===== config.mk =====
export PLATFORM = sky130hd
export DESIGN_NAME = dynamic_scan_counter
export DESIGN_NICKNAME = d
export VERILOG_FILES = /design/src/rtl/seg_scan_pkg.sv /design/src/rtl/scan_prescaler.sv /design/src/rtl/dynamic_scan_counter.sv
export SDC_FILE = /design/constraint.sdc
export NUM_CORES = 1
export LEC_CHECK = 0
export CAP_MARGIN = 20
export CELL_PAD_IN_SITES_DETAIL_PLACEMENT = 0
export CELL_PAD_IN_SITES_GLOBAL_PLACEMENT = 1
export CORE_MARGIN = 2
export CORE_UTILIZATION = 38
export CTS_CLUSTER_SIZE = 24
export DETAILED_ROUTE_END_ITERATION = 12
export PLACE_DENSITY_LB_ADDON = 0.1
export SKIP_LAST_GASP = 1
export SYNTH_ARGS = -nofsm -noshare
export SYNTH_HDL_FRONTEND = slang
export SYNTH_SLANG_ARGS = --single-unit

===== constraint.sdc =====
create_clock -name i_clk -period 6.1 [get_ports i_clk]
set_input_delay 0.61 -clock i_clk [delete_from_list [all_inputs] [get_ports i_clk]]
set_output_delay 0.61 -clock i_clk [all_outputs]
set_load 0.02 [all_outputs]

===== src/rtl/seg_scan_pkg.sv =====
`default_nettype none
// ============================================================================
//  Module   : seg_scan_pkg
//  Brief    : Shared scan-state encoding and constant helpers for the
//             seven-segment digit-scan sequencer.
//  Revision : 1.0  initial release
// ============================================================================
package seg_scan_pkg;

    typedef enum logic [1:0] {
        ST_IDLE = 2'd0,
        ST_ON   = 2'd1,
        ST_GAP  = 2'd2
    } scan_state_t;

    function automatic int clog2(input int value);
        int r;
        r = 0;
        for (int i = 0; i < 31; i++) begin
            if ((1 << i) < value) begin
                r = i + 1;
            end
        end
        return r;
    endfunction

    // Level of an undriven digit-select line for the chosen polarity.
    function automatic logic sel_off_level(input int active_low);
        return (active_low != 0);
    endfunction

endpackage
`default_nettype wire


===== src/rtl/scan_prescaler.sv =====
`default_nettype none
// ============================================================================
//  Module   : scan_prescaler
//  Brief    : Free-running 0..DIV-1 divider producing a one-cycle scan tick.
//  Revision : 1.0  initial release
// ============================================================================
module scan_prescaler
    import seg_scan_pkg::*;
#(
    parameter int DIV = 50000
) (
    input  logic i_clk,
    input  logic i_rst,
    input  logic i_clr,
    input  logic i_run,
    output logic o_tick
);

    localparam int                 c_cnt_w = (DIV > 1) ? clog2(DIV) : 1;
    localparam logic [c_cnt_w-1:0] c_last  = c_cnt_w'(DIV - 1);

    logic [c_cnt_w-1:0] r_cnt;
    logic               w_wrap;

    assign w_wrap = (r_cnt == c_last);
    assign o_tick = i_run & w_wrap;

    always_ff @(posedge i_clk) begin
        if (i_rst) begin
            r_cnt <= '0;
        end else if (i_clr) begin
            r_cnt <= '0;
        end else if (i_run) begin
            r_cnt <= w_wrap ? '0 : r_cnt + 1'b1;
        end
    end

endmodule
`default_nettype wire


===== src/rtl/dynamic_scan_counter.sv =====
`default_nettype none
// ============================================================================
//  Module   : dynamic_scan_counter
//  Brief    : Digit-scan sequencer for multiplexed seven-segment displays with
//             masked digit skipping and an all-off blanking gap.
//  Revision : 1.0  initial release
// ============================================================================
module dynamic_scan_counter
    import seg_scan_pkg::*;
#(
    parameter  int DIGITS      = 4,
    parameter  int DIV         = 50000,
    parameter  int BLANK_TICKS = 1,
    parameter  int ACTIVE_LOW  = 1,
    localparam int IDX_W       = (DIGITS > 1) ? clog2(DIGITS) : 1
) (
    input  logic              i_clk,
    input  logic              i_rst,
    input  logic              i_en,
    input  logic [DIGITS-1:0] i_digit_en,
    output logic [IDX_W-1:0]  o_s_idx,
    output logic [DIGITS-1:0] o_digit_sel,
    output logic              o_blank,
    output logic              o_frame
);

    localparam int                  c_gap_w    = (BLANK_TICKS > 1) ? clog2(BLANK_TICKS) : 1;
    localparam logic [c_gap_w-1:0]  c_gap_last = c_gap_w'((BLANK_TICKS > 0) ? BLANK_TICKS - 1 : 0);
    localparam logic [DIGITS-1:0]   c_sel_off  = {DIGITS{sel_off_level(ACTIVE_LOW)}};

    scan_state_t        r_state;
    scan_state_t        w_state_nxt;
    logic [IDX_W-1:0]   r_idx;
    logic [IDX_W-1:0]   w_idx_nxt;
    logic [IDX_W-1:0]   w_first;
    logic [IDX_W-1:0]   w_adv;
    logic [c_gap_w-1:0] r_gap;
    logic [c_gap_w-1:0] w_gap_nxt;
    logic [DIGITS-1:0]  w_onehot;
    logic [DIGITS-1:0]  w_sel_on;
    logic               w_go;
    logic               w_tick;
    logic               w_clr;
    logic               w_run;
    logic               w_frame_nxt;
    int                 w_best;

    // Steps, counting upward with wrap, from one digit to another.
    function automatic int dist_from(input int from, input int to);
        return (to > from) ? (to - from - 1) : (to + DIGITS - from - 1);
    endfunction

    assign w_go  = i_en & (|i_digit_en);
    assign w_run = (r_state != ST_IDLE);

    scan_prescaler #(
        .DIV (DIV)
    ) u_prescaler (
        .i_clk  (i_clk),
        .i_rst  (i_rst),
        .i_clr  (w_clr),
        .i_run  (w_run),
        .o_tick (w_tick)
    );

    always_comb begin
        w_first = '0;
        for (int j = DIGITS - 1; j >= 0; j--) begin
            if (i_digit_en[j]) begin
                w_first = IDX_W'(j);
            end
        end
    end

    // Rotate the mask so the search starts just above the current digit and
    // take the nearest enabled one; a lone enabled digit wraps back to itself.
    always_comb begin
        w_adv  = r_idx;
        w_best = DIGITS;
        for (int j = 0; j < DIGITS; j++) begin
            if (i_digit_en[j] && (dist_from(int'(r_idx), j) < w_best)) begin
                w_best = dist_from(int'(r_idx), j);
                w_adv  = IDX_W'(j);
            end
        end
    end

    always_comb begin
        w_state_nxt = r_state;
        w_idx_nxt   = r_idx;
        w_gap_nxt   = r_gap;
        w_clr       = 1'b0;
        w_frame_nxt = 1'b0;
        if (!w_go) begin
            w_state_nxt = ST_IDLE;
        end else begin
            case (r_state)
                ST_IDLE: begin
                    w_state_nxt = ST_ON;
                    w_idx_nxt   = w_first;
                    w_clr       = 1'b1;
                    w_frame_nxt = 1'b1;
                end
                ST_ON: begin
                    if (w_tick) begin
                        w_idx_nxt   = w_adv;
                        w_frame_nxt = (w_adv <= r_idx);
                        w_gap_nxt   = '0;
                        w_state_nxt = (BLANK_TICKS == 0) ? ST_ON : ST_GAP;
                    end
                end
                ST_GAP: begin
                    if (w_tick) begin
                        if (r_gap == c_gap_last) begin
                            w_state_nxt = ST_ON;
                        end else begin
                            w_gap_nxt = r_gap + 1'b1;
                        end
                    end
                end
                default: begin
                    w_state_nxt = ST_IDLE;
                end
            endcase
        end
    end

    always_comb begin
        w_onehot = '0;
        for (int j = 0; j < DIGITS; j++) begin
            if (int'(w_idx_nxt) == j) begin
                w_onehot[j] = 1'b1;
            end
        end
    end

    // A masked-off digit stays dark while its ON period keeps running.
    assign w_sel_on = w_onehot & i_digit_en;

    always_ff @(posedge i_clk) begin
        if (i_rst) begin
            r_state     <= ST_IDLE;
            r_idx       <= '0;
            r_gap       <= '0;
            o_digit_sel <= c_sel_off;
            o_blank     <= 1'b1;
            o_frame     <= 1'b0;
        end else begin
            r_state     <= w_state_nxt;
            r_idx       <= w_idx_nxt;
            r_gap       <= w_gap_nxt;
            o_digit_sel <= (w_state_nxt == ST_ON) ? (w_sel_on ^ c_sel_off) : c_sel_off;
            o_blank     <= (w_state_nxt != ST_ON);
            o_frame     <= w_frame_nxt;
        end
    end

    assign o_s_idx = r_idx;

endmodule
`default_nettype wire


==> results.json <==
{
  "run_status": "complete, no violations",
  "worst_clock_skew_on_the_final_layout_ps": 7.54,
  "drc_errors": 0,
  "antenna_found_initial": 0,
  "drt_iter0_drc": 32,
  "synth.area.top_cells": "dfxtp_1, ha_1, nand2_1",
  "synthDominantCellAreaShare_pct": 26.5,
  "critical_path_s_slowest_cell": "dfxtp_1",
  "fmax_mhz": 177,
  "post_layout_nonfiller_instances": 335,
  "path_common_cell": "ha_1",
  "avgSynthCellArea_um2": 8.02,
  "grt_start_max_net_pins": 17,
  "ios": 15,
  "clk-insertion-delay-late_ps": 280,
  "cp_max_fo": 5,
  "ff_to_ff_setup_slack_ps": 460,
  "globalRouteTotalUtil_pct": 16.0,
  "ctsResizeCount": 0,
  "intPower_mw": 0.310,
  "residual_overflow_from_global_routing": 0,
  "hold-path-cell-count": 2,
  "cp-start-kind": "register",
  "critPathMaxStageDelay_ps": 320,
  "gp_congestion": 0.759,
  "endpoint_with_the_worst_hold_slack": "u_prescaler.r_cnt[7]",
  "fin_tns_setup_ps": 0,
  "floorplan.die.width_um": 75.9,
  "critPathArrivalTime_ps": 5850,
  "worstHoldPathType": "register to register",
  "drtPass1Iterations": 4,
  "avgViaCountPerCell": 5.12,
  "timing.critical_path.to_type": "register",
  "setup_viol": 0,
  "pwr-share-clk_pct": 33.8,
  "gate_count_post_synth": 245,
  "tritoncts_sink_count": 26,
  "final.period_utilization_pct": 92.4,
  "critPathKind": "register to register",
  "tritoncts_clock_tree": "built",
  "comb_power_share_pct": 25.9,
  "ys_warn_count": 0,
  "crit-reg2reg-launch": "o_s_idx[1]",
  "drv.max_cap_violation_count": 0,
  "htree_levels": 1,
  "antenna-diode-count": 0,
  "finalWirelength_mm": 4.40,
  "cp_data_required_time_ps": 6310,
  "yosys-top-cells-count": "nand2_1, dfxtp_1, nor2_1, ha_1, inv_1",
  "nFillCells": 524,
  "worstRegToRegCells": 30,
  "timing.rr.end": "o_frame",
  "clock_transition_time_at_the_flip_flop_clock_pins_of_the_worst_setup_and_hold_paths_ps": 100,
  "vdd_drop_max_uv": 120,
  "via_count_of_the_first_global_routing_pass": 1582,
  "switchingPower_mw": 0.122,
  "seqPwrFrac_pct": 40.3,
  "slew_headroom_pct": 54.8,
  "io_buffer_count": 14,
  "count_of_flip_flops_with_a_built_in_enable_after_synthesis": 0,
  "worst_pin_slew_ps": 672,
  "p_leak_nw": 0.955,
  "die_y_extent_um": 75.9,
  "number_of_buffers_inserted_for_hold_repair_after_clock_tree_synthesis": 0,
  "postSynthRegisterBits": 26,
  "dp_hpwl_mm": 3.47,
  "synth_top_area_cell": "dfxtp_1",
  "die_area_um2": 5760,
  "num_vias": 1715,
  "layout.nets": 294,
  "timing_max_transition_violations_final": 0,
  "ys_async_sr_fraction_pct": 0,
  "layout-drive-gt1-share_pct": 7.17,
  "power.density_nw_per_um2": 189,
  "ys_dominant_reg_cell": "dfxtp_1",
  "synth.distinct_cells": 52,
  "grt_first_pass_wirelength_mm": 7.61,
  "syn2layout_area_growth_pct": 16.4,
  "syn-cell-area_um2": 1970,
  "placed_instances": 331,
  "power.switching_fraction_pct": 28.2,
  "ctsRootBufferMaster": "clkbuf_8",
  "sequential_cell_area_um2": 520,
  "grt_setup_unrepaired": "no",
  "antenna_violating_nets_post_route": 0,
  "initial_utilization_pct": 39.0,
  "wire_per_inst_um": 13.1,
  "cts_buffer_depth": 2,
  "hold_path_startpoint": "u_prescaler.r_cnt[7]",
  "hold_viol": 0,
  "ys_seq_area_share_pct": 26.5,
  "core_area_um2": 5040,
  "synth.most_common_cell": "nand2_1",
  "floorplan.rows": 26,
  "post_cts_setup_repair_buffer_count": 0,
  "multiInputGateArea_um2": 1370,
  "tritoncts.num_buffers": 3,
  "post-route-min-period_ps": 5640
}
## kinds of logic after synthesis
| group | count (synthesis) | share of synthesized area [%] |
|---|---|---|
| AOI/OAI and AO/OA | 54 | 20.5 |
| xor gates and xnor gates | 13 | 5.79 |
| adders and majority gates | 21 | 13.4 |
| buffers and inverters | 21 | 4.33 |
| DFF | 26 | 26.5 |
| muxes | 2 | 1.08 |
| other | 2 | 0.382 |
| and+or+nand+nor | 106 | 28.1 |
## flip-flops by register name, summed over array words and instances, names as in the netlist
signal,cells
o_digit_sel,4
o_frame,1
o_blank,1
u_prescaler.r_cnt,16
o_s_idx,2
r_state,2
## per-layer routing
layer	wire length (um)	track usage [%]	vias up
met4	40	4.91	0
met3	91	2.26	4
li1	-	-	909
met2	1860	24.2	21
met5	0	0	-
met1	2410	23.5	781
## critical path: cells and delay by family (launching register included)
kind                     cells  cell delay, ps
buffers and inverters        4             290
AO/OA/AOI/OAI               11            1970
flip-flops                   1             320
adder cells (fa/ha/maj)      6            1640
multiplexers                 1             290
AND/OR/NAND/NOR              8            1070
## power groups by stage
stage / sequential [mW] / clock (mW) / combinational (mW)
after detailed placement: 0.178 / 0 / 0.111
after global routing: 0.174 / 0.158 / 0.127
after floorplan: 0.180 / 0 / 0.0779
after CTS: 0.174 / 0.151 / 0.112
after global placement: 0.178 / 0 / 0.111
final: 0.174 / 0.146 / 0.112
## cell type report
type | instances | share of cell area, %
Sequential cell | 26 | 22.7
Tap cell | 70 | 3.83
Multi-Input combinational cell | 201 | 59.9
Inverter | 14 | 2.30
Clock inverter | 1 | 1.31
Clock buffer | 3 | 1.80
Timing Repair Buffer | 20 | 8.09
## stage by stage
| stage | hold slack [ps] | instance area, um2 | worst slack [ps] | power [mW] | utilization (%) |
|---|---|---|---|---|---|
| 2_1_floorplan | 464 | 1980 | 324 | 0.258 | - |
| 3_3_place_gp | 482 | 2220 | 396 | 0.289 | 44.0 |
| 3_5_place_dp | 496 | 2220 | 260 | 0.289 | 44.0 |
| 4_1_cts | 511 | 2290 | 451 | 0.437 | 45.4 |
| 5_1_grt | 545 | 2290 | 35.3 | 0.459 | 45.4 |
| 6_report | 506 | 2290 | 463 | 0.431 | 45.4 |
## placed cells by master (no fill, tap or decap), drive strengths merged, types with 3 or more instances in the layout
cell type,netlist,routed
inv,14,14
nand4,4,4
a21oi,10,10
nor3,7,7
o211ai,7,7
clkbuf,2,3
xnor2,4,4
o21a,3,3
ha,21,21
conb,2,5
nand2,31,31
or3,7,7
a31oi,3,3
and3,6,6
xor2,9,9
or2,3,3
nand2b,3,3
dfxtp,26,26
buf,5,6
clkdlybuf4s50,0,14
nor4,3,3
nor2,26,26
o21ai,16,16
nand3,4,4
## worst max-delay path by stage
stage,cells after the start,endpoint,start
detailed placement,26,o_frame,i_digit_en[0]
global placement,26,o_frame,i_digit_en[0]
finish,30,o_frame,o_s_idx[1]
floorplan,29,o_frame,o_s_idx[0]
global route,29,o_frame,o_s_idx[1]
CTS,30,o_frame,o_s_idx[1]
Power figures use the tool's default switching activity.
